### src/rtl/debounce_pkg.sv
// Shared definitions for the multi-channel debouncer.
//   - FSM state encoding (ZERO/WAIT0/ONE/WAIT1)
//   - clog2 / counter-width helpers used to size the per-channel counters
package debounce_pkg;

  localparam logic [1:0] ENC_ZERO  = 2'b00;
  localparam logic [1:0] ENC_WAIT0 = 2'b01;
  localparam logic [1:0] ENC_ONE   = 2'b10;
  localparam logic [1:0] ENC_WAIT1 = 2'b11;

  typedef enum logic [1:0] {
    ZERO  = ENC_ZERO,
    WAIT0 = ENC_WAIT0,
    ONE   = ENC_ONE,
    WAIT1 = ENC_WAIT1
  } state_t;

  // Ceiling log2, never less than 1 so a counter always has at least one bit.
  function automatic int clog2(input int v);
    int r;
    r = 0;
    for (int i = 0; i < 32; i++)
      if ((longint'(1) << i) < longint'(v)) r = i + 1;
    return (r < 1) ? 1 : r;
  endfunction

  // Width that holds both the debounce reload value and the long-press threshold.
  function automatic int cnt_width(input int db, input int hold);
    return clog2(((db > hold) ? db : hold) + 1);
  endfunction

endpackage

### src/rtl/debounce_chan.sv
// One debounce channel: 2-FF synchroniser, 4-state debounce FSM, debounce
// down-counter and long-press up-counter.
// Ports:
//   clk, reset (async, active-high), tick_en (counter qualifier)
//   sw        raw asynchronous input
//   db_level  debounced level (registered)
//   rise_tick / fall_tick / hold_tick  registered 1-cycle pulses
module debounce_chan
  import debounce_pkg::*;
#(
  parameter int DB_CYCLES   = 4,
  parameter int HOLD_CYCLES = 0,
  parameter int CNT_W       = 3
) (
  input  logic clk,
  input  logic reset,
  input  logic tick_en,
  input  logic sw,
  output logic db_level,
  output logic rise_tick,
  output logic fall_tick,
  output logic hold_tick
);

  localparam logic [CNT_W-1:0] DB_LOAD  = CNT_W'(DB_CYCLES - 1);
  localparam logic [CNT_W-1:0] HOLD_MAX = CNT_W'(HOLD_CYCLES);
  localparam bit               HOLD_ON  = (HOLD_CYCLES > 0);

  logic             ff1, ff2;
  state_t           state, state_nxt;
  logic [CNT_W-1:0] cnt, cnt_nxt, hcnt, hcnt_nxt;
  logic             fired, fired_nxt;
  logic             rise_nxt, fall_nxt, hold_nxt;

  always_ff @(posedge clk or posedge reset) begin
    if (reset) begin
      ff1       <= 1'b0;
      ff2       <= 1'b0;
      state     <= ZERO;
      cnt       <= '0;
      hcnt      <= '0;
      fired     <= 1'b0;
      db_level  <= 1'b0;
      rise_tick <= 1'b0;
      fall_tick <= 1'b0;
      hold_tick <= 1'b0;
    end else begin
      ff1       <= sw;
      ff2       <= ff1;
      state     <= state_nxt;
      cnt       <= cnt_nxt;
      hcnt      <= hcnt_nxt;
      fired     <= fired_nxt;
      db_level  <= (state_nxt == ONE) || (state_nxt == WAIT0);
      rise_tick <= rise_nxt;
      fall_tick <= fall_nxt;
      hold_tick <= hold_nxt;
    end
  end

  always_comb begin
    state_nxt = state;
    cnt_nxt   = cnt;
    hcnt_nxt  = hcnt;
    fired_nxt = fired;
    rise_nxt  = 1'b0;
    fall_nxt  = 1'b0;
    hold_nxt  = 1'b0;
    unique case (state)
      ZERO: begin
        // Entry into WAIT1 is not qualified by tick_en; only the countdown is.
        if (ff2) begin
          state_nxt = WAIT1;
          cnt_nxt   = DB_LOAD;
        end
      end
      WAIT1: begin
        if (!ff2) state_nxt = ZERO;
        else if (tick_en) begin
          if (cnt == '0) begin
            state_nxt = ONE;
            rise_nxt  = 1'b1;
            hcnt_nxt  = '0;
            fired_nxt = 1'b0;
          end else cnt_nxt = cnt - 1'b1;
        end
      end
      ONE: begin
        if (!ff2) begin
          state_nxt = WAIT0;
          cnt_nxt   = DB_LOAD;
        end else if (tick_en && HOLD_ON && !fired) begin
          hcnt_nxt = hcnt + 1'b1;
          if (hcnt_nxt == HOLD_MAX) begin
            hold_nxt  = 1'b1;
            fired_nxt = 1'b1;
          end
        end
      end
      WAIT0: begin
        // A bounce back to 1 resumes ONE with the long-press progress intact.
        if (ff2) state_nxt = ONE;
        else if (tick_en) begin
          if (cnt == '0) begin
            state_nxt = ZERO;
            fall_nxt  = 1'b1;
            fired_nxt = 1'b0;
          end else cnt_nxt = cnt - 1'b1;
        end
      end
      default: state_nxt = ZERO;
    endcase
  end

endmodule

### src/rtl/debounce_multi.sv
// N-channel switch/button debouncer. Each channel is an independent
// debounce_chan; this level only fans out tick_en/sw and gathers outputs.
// Ports:
//   clk, reset (async, active-high), tick_en (counter qualifier)
//   sw[N_CH]         raw inputs
//   db_level[N_CH]   debounced levels
//   rise_tick/fall_tick/hold_tick[N_CH]  1-cycle pulses
module debounce_multi
  import debounce_pkg::*;
#(
  parameter int N_CH        = 4,
  parameter int DB_CYCLES   = 2000000,
  parameter int HOLD_CYCLES = 0
) (
  input  logic            clk,
  input  logic            reset,
  input  logic            tick_en,
  input  logic [N_CH-1:0] sw,
  output logic [N_CH-1:0] db_level,
  output logic [N_CH-1:0] rise_tick,
  output logic [N_CH-1:0] fall_tick,
  output logic [N_CH-1:0] hold_tick
);

  localparam int CNT_W = cnt_width(DB_CYCLES, HOLD_CYCLES);

  for (genvar i = 0; i < N_CH; i++) begin : g_chan
    debounce_chan #(
      .DB_CYCLES  (DB_CYCLES),
      .HOLD_CYCLES(HOLD_CYCLES),
      .CNT_W      (CNT_W)
    ) u_chan (
      .clk      (clk),
      .reset    (reset),
      .tick_en  (tick_en),
      .sw       (sw[i]),
      .db_level (db_level[i]),
      .rise_tick(rise_tick[i]),
      .fall_tick(fall_tick[i]),
      .hold_tick(hold_tick[i])
    );
  end

endmodule

### config.mk
export PLATFORM = sky130hd
export DESIGN_NAME = debounce_multi
export DESIGN_NICKNAME = d
export VERILOG_FILES = /design/src/rtl/debounce_pkg.sv /design/src/rtl/debounce_chan.sv /design/src/rtl/debounce_multi.sv
export SDC_FILE = /design/constraint.sdc
export NUM_CORES = 1
export LEC_CHECK = 0
export ABC_CLOCK_PERIOD_IN_PS = 4100
export CAP_MARGIN = 20
export CORE_ASPECT_RATIO = 1.5
export CORE_MARGIN = 1.5
export CORE_UTILIZATION = 55
export DETAILED_ROUTE_END_ITERATION = 16
export PLACE_DENSITY = 0.8
export SYNTH_ARGS = -nofsm -noshare
export SYNTH_HDL_FRONTEND = slang
export SYNTH_SLANG_ARGS = --single-unit
### constraint.sdc
create_clock -name clk -period 4.1 [get_ports clk]
set_input_delay 1.23 -clock clk [delete_from_list [all_inputs] [get_ports clk]]
set_output_delay 1.23 -clock clk [all_outputs]
set_load 0.02 [all_outputs]
## Word-level counts from Yosys, hierarchy flattened

Index checks and enable logic that the tools add are counted.

- Register bits: 112
- Input port bits: 7

- $add $sub $neg: 4
- Eq/ne operators: 36
- Multiplexer cells: 88
- Reduce and logical (&&, ||, !) cells: 16

Operator list:

| kind | number |
|---|---|
| two-way mux 21 bit | 24 |
| case mux 21 bit (4 select lines) | 4 |
| zero test 21 bit | 4 |
| subtractor 21 x 1 -> 21 bit, second input constant | 4 |
| two-way mux 2 bit | 32 |
| case mux 2 bit (4 select lines) | 4 |
| equality test 2 bit, second input constant | 12 |
| two-way mux 1 bit | 24 |
| equality test 2 x 1 -> 1 bit, second input constant | 8 |
| != test 2 x 1 -> 1 bit, second input constant | 8 |
| != test 2 bit, second input constant | 8 |
| AND reduction 4 bit | 4 |
| zero test 2 bit | 4 |
| logical OR 1 bit | 4 |

## Logic depth before layout (Yosys ltp)

Gate-level depths: netlist of the first run.

- Depth in word-level cells: 7
- Depth in mapped cells: 9
- Gate-level depth less buffers: 7

## Modules after synthesis

From an unflattened synthesis of the first run, not the netlist that was laid out.

- Cell total of the unflattened synthesis: 608
- Area total of the unflattened synthesis: 6040.8 sq um

Modules (own cells, without submodules):

| module | instances | cells each | area an instance (sq um) |
|---|---|---|---|
| debounce_chan (g_chan[0].u_chan ...) | 3 | 153 | 1524.0 |
| debounce_chan (g_chan[3].u_chan) | 1 | 149 | 1468.9 |

## Least setup slack after synthesis of the first run

No wires, ideal clock.

- Path type: input to register
- Start point: input tick_en
- End point: register g_chan[1].u_chan.cnt[9]
- Library setup time: 0.078 ns
- Data arrival time: 2.695 ns
- Path slack: 1.327 ns
- Stages: 5
- Buffers on the path: 1
- Cell sequence: clkbuf_1 > nand3_1 > a211o_1 > or4b_2 > a21oi_1

- Cells in the longest elaborated chain, start to end: 3

RTL lines:

| what | RTL line | RTL |
|---|---|---|
| from (decl) | debounce_multi.sv:17 | `input logic tick_en,` |
| two-way mux 21 bit (*) | n/a |  |
| two-way mux 21 bit, on equally long branches | n/a |  |
| case mux 21 bit (4 select lines) (*) | n/a |  |
| to (signal assigned) | debounce_chan.sv:51 | `cnt <= cnt_nxt;` |
| to (decl) | debounce_chan.sv:31 | `logic [CNT_W-1:0] cnt, cnt_nxt, hcnt, hcnt_nxt;` |

Every way passes the cells marked *; elsewhere a longest branch is shown, timed or not. The select of a mux whose other input is x is not followed.
A chain may end at the register's enable or synchronous reset.

## Final worst setup path of the first run

- Start point: input tick_en
- End point: register g_chan[1].u_chan.cnt[3]

Same word-level chain as after synthesis.

==> flow_summary.yaml, run 1 <==
hold_path:
  hold_start: "g_chan[0].u_chan.ff1"
  hold_class: "reg2reg"
setup_path:
  crit_type: "in2reg"
  timing.rr.start: "g_chan[1].u_chan.cnt[0]"
  path_cells: "clkdlybuf4s50_1 -> nand2_1 -> nor2_1 -> o21ai_0 -> o41ai_1 -> nand3_1"
  cp.required_ns: 4.30
  start_kind: "input pin"
  path_max_fanout: 12
  arrival_ns: 3.43
  worstSetupEndpointType: "flip-flop"
  max_stage_delay_ns: 0.80
  slowest_stage: "clkdlybuf4s50_1"
  crit_start: "tick_en"
floorplanning:
  core_sq_mm: 0.0102
  die_area_sq_mm: 0.0111
  fp.dieW_um: 86.7
  placementRows: 45
  start_util_pct: 56.7
  ios: 23
  die_height_um: 129
synthesis:
  ys_warn_count: 0
  syn_area_sq_mm: 0.00578
  synth_edf_count: 0
  synth_xor_area_share_pct: 6.52
  async_reset_ff_share_pct: 100
  ys_ff_latch: 112
  synthTopCellsByArea: "dfrtp_1, nor2_1, xor2_1"
  synth-seq-area-share_pct: 48.5
  synth_fa_ha_area_share_pct: 0.866
  ys_types: 53
  syn_area_per_cell_sq_um: 9.60
  yosys.area_share.simple_pct: 25.9
  synth_ff_type: "dfrtp_1"
  synth_compound_area_share_pct: 10.9
  yosys-mux-area-fraction_pct: 2.08
  syn_inst: 602
  synth_top_area_cell: "dfrtp_1"
  synth_top_area_share_pct: 48.5
  synth_top_family_by_area: "simple AND/OR/NAND/NOR gates"
timing:
  maxSlewViolCount: 0
  timing.fmax_ghz: 0.310
  slew_headroom_pct: 30.4
  worstMarginPinSlew_ns: 1.04
  fin_crit_ns: 3.23
  setup_tns_ns: 0
  rsz0062_at_grt: "no"
  setup_violations: 0
  fin_worst_skew_ns: 0.00814
  fin_crit_sh_pct: 78.7
  hold_violations: 0
power_and_ir_drop:
  p_clk_share_pct: 38.3
  seqPwrFrac_pct: 50.8
  switching_share_pct: 27.8
  p_leak_uw: 0.00224
  ir_drop_mv: 0.244
  power_report.internal_total_uw: 1730
  power_frac_comb_pct: 10.9
  power_density_mw_per_mm2: 381
  p_switching_uw: 663
clock_network:
  postCtsSetupRepairBufs: 0
  cts_tree: "done"
  htree_levels: 3
  cts_resized: 0
  clk_latency_ns: 0.35
  cts_hold_buf: 0
  cts_buffer_depth: 2
  numClockSinks: 112
  cts_buffers: 9
  clk_pin_slew_worst_paths_ns: 0.07
  cts_root_buf: "clkbuf_16"
final_layout:
  final_common_cell: "dfrtp_1"
  final_nets: 601
  antennaDiodeCount: 0
  synthToLayoutAreaGrowth_pct: 8.31
  layout_common_cells: "dfrtp_1, nor2_1, nand2_1"
  layout-drive-gt1-share_pct: 7.06
  design_area_sq_mm: 0.00626
grt:
  grt_pass1_wl_um: 20800
  grt_pass1_vias: 4471
  antenna_found_initial: 0
  grt_overflow_total: 0
  grt_usage_pct: 23.2
  grt_max_degree: 69
run:
  max_cap_violations: 0
drt:
  num_vias: 4590
  first_pass_iters: 5
  vias_per_cell: 6.24
  routedWlPerCell_um: 16.1
  drt_iter0_markers: 384
  drc: 0
  ant_nets: 0
  routed_wl_um: 11900
outcome:
  run_status: "finished, final reports clean"
place:
  gp_congestion: 0.863
  post-dp-hpwl_um: 8260
  port_buffers: 18
  dpl_cell_area_sq_mm: 0.00595
[worst paths after layout]
path | endpoint | slack, ns | cells after the start
max | g_chan[1].u_chan.cnt[3] | 0.87 | 6
min | g_chan[0].u_chan.ff2 | 0.36 | 0
max reg2reg | g_chan[1].u_chan.cnt[2] | 1.44 | 7
min reg2reg | g_chan[0].u_chan.ff2 | 0.36 | 0
max in group asynchronous | g_chan[0].u_chan.rise_tick | 2.20 | 3
min in group asynchronous | g_chan[1].u_chan.db_level | 1.24 | 2
[registers in the layout, indices dropped and copies added, names as in the netlist]
register and count:
g_chan.u_chan.fall_tick 4, g_chan.u_chan.cnt 84, g_chan.u_chan.db_level 4, g_chan.u_chan.ff2 4, g_chan.u_chan.state 8, g_chan.u_chan.rise_tick 4
g_chan.u_chan.ff1 4
[power by group through the flow]
stage | sequential, uW | clock, uW | combinational (uW)
after floorplan | 1200 | 0 | 226
after global placement | 1230 | 0 | 252
after detailed placement | 1230 | 0 | 262
after CTS | 1210 | 930 | 264
after global routing | 1220 | 980 | 294
final | 1210 | 915 | 261
[cell type report]
type	count	area, sq um
multi-input combinational	431	2690
sequential	112	2800
timing repair buffer	21	215
clock inverter	7	88.8
fill	818	3930
clock buffer	9	225
inverter	15	60.1
tap	141	176
[critical path, delay by kind of cell]
family / cells / cell delay, ns
compound gates: 2 / 0.61
simple gates: 3 / 0.78
buf+inv: 1 / 0.80
[through the flow]
stage               hold WS [ns]  utilization [%]  cells  worst slack, ns  power (uW)
detailed placement         0.338             58.4    720            0.543        1500
CTS                        0.359             61.4    736            0.898        2410
finish                     0.358             61.4    736            0.873        2390
global placement           0.333             58.4    720            0.607        1480
global route               0.367             61.4    736            0.745        2500
floorplan                  0.331                -    605             1.33        1430
[synthesized netlist by cell type, drive strengths merged, types with 4 or more instances]
library cell,count
or3,20
o21ai,18
a21oi,15
nor4,26
ha,4
or2,13
dfrtp,112
xor2,22
o31ai,8
nand2,44
nand2b,6
xnor2,21
o41ai,9
inv,15
nand4,13
nor3,31
a211oi,7
nand3,21
o311ai,6
clkbuf,26
or4,22
nand4b,4
buf,21
a31oi,9
o211ai,8
nor2,57
mux2i,12
[per-layer routing]
metal	vias up	track usage, %	part of all wire (%)
li1	2158	-	-
met1	2270	29.6	42
met2	117	38.5	52
met3	45	3.78	3.4
met4	0	10.7	3.0
met5	-	0	0
[logic make-up (layout without fill, tap and decap cells)]
family | after synthesis | in the layout
AND/OR/NAND/NOR | 276 | 276
flip-flops | 112 | 112
AO/OA/AOI/OAI | 92 | 92
buffers and inverters | 62 | 52
XOR/XNOR | 43 | 43
multiplexers | 12 | 12
adder cells (fa/ha/maj) | 4 | 4
other | 1 | 4
(Power assumes the default switching activity.)
==> inputs of run 2 (changes only) <==
--- a/config.mk
+++ b/config.mk
@@ -5,7 +5,7 @@
 export SDC_FILE = /design/constraint.sdc
 export NUM_CORES = 1
 export LEC_CHECK = 0
-export ABC_CLOCK_PERIOD_IN_PS = 4100
+export ABC_CLOCK_PERIOD_IN_PS = 2940
 export CAP_MARGIN = 20
 export CORE_ASPECT_RATIO = 1.5
 export CORE_MARGIN = 1.5
==> constraint.sdc (replaced) <==
create_clock -name clk -period 2.94 [get_ports clk]
set_input_delay 0.882 -clock clk [delete_from_list [all_inputs] [get_ports clk]]
set_output_delay 0.882 -clock clk [all_outputs]
set_load 0.02 [all_outputs]
==> flow_summary.yaml, run 2 (synthesis gave the netlist of run 1 again) <==
clock_network:
  cts_root_buf: "clkbuf_16"
  numClockSinks: 112
  clk_latency_ns: 0.35
  cts_resized: 0
  cts_tree: "done"
  cts_hold_buf: 0
  cts_buffer_depth: 2
  clk_pin_slew_worst_paths_ns: 0.08
  htree_levels: 3
  postCtsSetupRepairBufs: 0
  cts_buffers: 9
outcome:
  run_status: "finished, final reports clean"
setup_path:
  path_max_fanout: 7
  arrival_ns: 3.06
  timing.rr.start: "g_chan[2].u_chan.cnt[12]"
  worstRegToRegCells: 5
  rr_endpoint: "g_chan[2].u_chan.cnt[0]"
  cp-endpoint: "g_chan[1].u_chan.cnt[15]"
  start_kind: "input pin"
  crit_start: "tick_en"
  worstSetupEndpointType: "flip-flop"
  regToRegSetupSlack_ns: 0.29
  cp.required_ns: 3.22
  crit_type: "in2reg"
timing:
  hold_violations: 0
  fin_worst_skew_ns: 0.00865
  setup_tns_ns: 0
  setup_violations: 0
  timing.fmax_ghz: 0.360
  maxSlewViolCount: 0
  worstMarginPinSlew_ns: 0.818
  fin_crit_sh_pct: 94.4
  rsz0062_at_grt: "no"
  fin_crit_ns: 2.78
  slew_headroom_pct: 45.3
drt:
  routedWlPerCell_um: 15.8
  num_vias: 4655
  routed_wl_um: 11900
  drc: 0
  first_pass_iters: 5
  wl_met3_um: 465
  dr_wl_met2_um: 6030
  highest_layer: "met4"
  wl_met1_um: 5150
  vias_per_cell: 6.17
  ant_nets: 0
  drt_iter0_markers: 346
final_layout:
  layout_common_cells: "dfrtp_1, nor2_1, nand2_1"
  design_area_sq_mm: 0.00643
  synthToLayoutAreaGrowth_pct: 11.2
  final_nets: 619
  top_regs: "g_chan.u_chan.cnt (84), g_chan.u_chan.state (8)"
  top_register: "g_chan.u_chan.cnt"
  final_util_pct: 63.1
  final_common_cell: "dfrtp_1"
  layout-drive-gt1-share_pct: 9.79
  antennaDiodeCount: 0
  fin_cells: 754
  nFillCells: 763
  largest_reg_flops: 84
grt:
  grt_overflow_total: 0
  grt_usage_pct: 22.8
  grt_max_degree: 80
  antenna_found_initial: 0
  grt_pass1_vias: 4450
  grt_pass1_wl_um: 20400
place:
  gp_congestion: 0.864
  post-dp-hpwl_um: 8080
  dp_cells: 738
  dpl_cell_area_sq_mm: 0.00608
  port_buffers: 18
floorplanning:
  placementRows: 45
  core_sq_mm: 0.0102
  die_area_sq_mm: 0.0111
  die_height_um: 129
  ios: 23
  start_util_pct: 56.7
  fp.dieW_um: 86.7
power_and_ir_drop:
  p_leak_uw: 0.00234
  power_density_mw_per_mm2: 543
  ir_drop_mv: 0.419
  total_power_uw: 3490
hold_path:
  hold_class: "reg2reg"
  hold_start: "g_chan[3].u_chan.ff1"
run:
  max_cap_violations: 0
## run 2: cell count changes in the layout (fill, tap and decap cells not counted)
cell,change
buf_4,+18
inv_6,-4
bufinv_16,+2
clkinvlp_4,+3
clkinv_8,-1
## run 2: report_power, final
| group | switching, uW | internal, uW | total [uW] |
|---|---|---|---|
| combinational | 249 | 144 | 392 |
| sequential | 90.1 | 1600 | 1690 |
| clock | 573 | 833 | 1410 |
| total | 912 | 2580 | 3490 |
## run 2: cell type report
type / count / area [sq um] / area share (%)
inverters: 15 / 60.1 / 0.934
repair buffers: 39 / 350 / 5.45
well taps: 141 / 176 / 2.74
flip-flops and latches: 112 / 2800 / 43.6
clock buffers: 9 / 225 / 3.50
multi-input cells: 431 / 2690 / 41.9
clock inverters: 7 / 120 / 1.87
## run 2: how the worst min path moves through the flow
| stage | to | slack (ns) | cells after the start |
|---|---|---|---|
| floorplan | g_chan[0].u_chan.ff2 | 0.33 | 0 |
| global placement | g_chan[3].u_chan.ff2 | 0.33 | 0 |
| detailed placement | g_chan[3].u_chan.ff2 | 0.33 | 0 |
| CTS | g_chan[3].u_chan.ff2 | 0.35 | 0 |
| global route | g_chan[0].u_chan.ff2 | 0.36 | 0 |
| finish | g_chan[3].u_chan.ff2 | 0.35 | 0 |
## run 2: worst max-delay path, cell delays in order
cell	delay, ns
clkdlybuf4s50_1	0.58
buf_4	0.20
nand2_1	0.10
nor4_1	0.46
o211ai_1	0.29
or4_1	0.46
nand3_1	0.09
## run 2: routing by layer
layer  track usage (%)  vias up
li1                  -     2190
met1              29.1     2294
met2              38.2      136
met3              4.30       35
met4              8.82        0
met5                 0        -
## run 2: metrics by stage
step	hold slack (ns)	worst slack, ns
after floorplan	0.331	0.515
after global placement	0.332	0.0369
after detailed placement	0.335	0.0128
after CTS	0.351	0.288
after global routing	0.361	0.182
final	0.349	0.164
==> inputs of run 3 (changes only) <==
--- a/config.mk
+++ b/config.mk
@@ -5,13 +5,13 @@
 export SDC_FILE = /design/constraint.sdc
 export NUM_CORES = 1
 export LEC_CHECK = 0
-export ABC_CLOCK_PERIOD_IN_PS = 2940
 export CAP_MARGIN = 20
 export CORE_ASPECT_RATIO = 1.5
 export CORE_MARGIN = 1.5
 export CORE_UTILIZATION = 55
 export DETAILED_ROUTE_END_ITERATION = 16
-export PLACE_DENSITY = 0.8
+export PLACE_DENSITY = 0.76
+export SLEW_MARGIN = 10
 export SYNTH_ARGS = -nofsm -noshare
 export SYNTH_HDL_FRONTEND = slang
 export SYNTH_SLANG_ARGS = --single-unit
==> flow_summary.yaml, run 3 (synthesis gave the netlist of run 1 again) <==
clock_network:
  clk_pin_slew_worst_paths_ns: 0.07
  numClockSinks: 112
  cts_buffers: 9
  postCtsSetupRepairBufs: 0
  cts_buffer_depth: 2
  cts_tree: "done"
  cts_hold_buf: 0
  htree_levels: 3
  clk_latency_ns: 0.36
  cts_root_buf: "clkbuf_16"
  cts_resized: 0
grt:
  grt-busiest-layer: "met2"
  grt_pass1_wl_um: 20800
  grt_use_met1_pct: 28.1
  grt_pass1_vias: 4588
  antenna_found_initial: 0
  gr-usage-met3_pct: 3.59
  grt_overflow_total: 0
  grt_max_degree: 113
  grt_usage_pct: 23.3
  use_met2_pct: 40.9
floorplanning:
  fp.dieW_um: 86.7
  placementRows: 45
  ios: 23
  die_area_sq_mm: 0.0111
  start_util_pct: 56.7
  core_sq_mm: 0.0102
  die_height_um: 129
timing:
  setup_tns_ns: 0
  slew_headroom_pct: 44.2
  maxSlewViolCount: 0
  setup_violations: 0
  fin_worst_skew_ns: 0.00643
  timing.fmax_ghz: 0.378
  rsz0062_at_grt: "no"
  hold_violations: 0
  fin_crit_sh_pct: 90.0
  fin_crit_ns: 2.65
  worstMarginPinSlew_ns: 0.834
outcome:
  run_status: "finished, final reports clean"
power_and_ir_drop:
  p_leak_uw: 0.00229
  power_density_mw_per_mm2: 513
  ir_drop_mv: 0.327
  total_power_uw: 3240
place:
  dp_cells: 732
  dpl_cell_area_sq_mm: 0.00605
  port_buffers: 18
  post-dp-hpwl_um: 8050
  gp_congestion: 0.888
final_layout:
  design_area_sq_mm: 0.00632
  synthToLayoutAreaGrowth_pct: 9.42
  nFillCells: 837
  layout-drive-gt1-share_pct: 8.57
  final_common_cell: "dfrtp_1"
  largest_reg_flops: 84
  top_regs: "g_chan.u_chan.cnt (84), g_chan.u_chan.state (8)"
  top_register: "g_chan.u_chan.cnt"
  fin_cells: 748
  layout_common_cells: "dfrtp_1, nor2_1, nand2_1"
  antennaDiodeCount: 0
  final_nets: 613
setup_path:
  crit_type: "reg2reg"
  worstSetupEndpointType: "flip-flop"
  cp.required_ns: 3.16
  arrival_ns: 2.87
  path_max_fanout: 10
  start_kind: "flip-flop"
drt:
  drc: 0
  first_pass_iters: 5
  vias_per_cell: 6.11
  routedWlPerCell_um: 15.8
  drt_iter0_markers: 297
  ant_nets: 0
  num_vias: 4573
  routed_wl_um: 11800
hold_path:
  hold_class: "reg2reg"
run:
  max_cap_violations: 0
## run 3: critical path, stage by stage (launching register included)
cell       delay, ns
dfrtp_1         0.43
or4_1           0.68
or4_1           0.75
nor2_1          0.34
o31ai_1         0.14
a2bb2oi_1       0.17
## run 3: metal layers
metal	part of all wire, %	wire length [um]
met5	0	0
met2	52	6150
met4	2.1	252
met3	3.3	385
met1	43	5030
## run 3: layout make-up
cell class / count / area (sq um) / share of cell area (%)
timing repair buffer: 33 / 318 / 5.02
clock inverter: 4 / 28.8 / 0.455
inverter: 15 / 60.1 / 0.950
sequential: 112 / 2800 / 44.3
multi-input combinational: 431 / 2690 / 42.6
clock buffer: 12 / 246 / 3.90
tap: 141 / 176 / 2.79
## run 3: path summary, 6_finish.rpt
| kind | startpoint | to | slack, ns | cells past startpoint |
|---|---|---|---|---|
| max | g_chan[2].u_chan.cnt[12] | g_chan[2].u_chan.cnt[1] | 0.29 | 5 |
| min | g_chan[1].u_chan.ff1 | g_chan[1].u_chan.ff2 | 0.36 | 0 |
| max reg2reg | g_chan[2].u_chan.cnt[12] | g_chan[2].u_chan.cnt[1] | 0.29 | 5 |
| min reg2reg | g_chan[1].u_chan.ff1 | g_chan[1].u_chan.ff2 | 0.36 | 0 |
| max in group asynchronous | reset | g_chan[3].u_chan.cnt[0] | 1.47 | 3 |
| min in group asynchronous | reset | g_chan[1].u_chan.rise_tick | 1.03 | 3 |
## run 3: stage by stage
| step | hold WS (ns) | setup slack (ns) | util (%) |
|---|---|---|---|
| 6_report | 0.356 | 0.294 | 62.1 |
| 5_1_grt | 0.371 | 0.203 | 62.1 |
| 4_1_cts | 0.361 | 0.324 | 62.1 |
| 3_5_place_dp | 0.337 | 0.0736 | 59.4 |
| 3_3_place_gp | 0.335 | 0.108 | 59.4 |
| 2_1_floorplan | 0.331 | 0.515 | - |
## run 3: where the power goes
part           internal, uW  total [uW]  switching [uW]
Combinational           139         387             248
Sequential             1600        1690            90.0
Clock                   601        1160             561
Total                  2340        3240             899
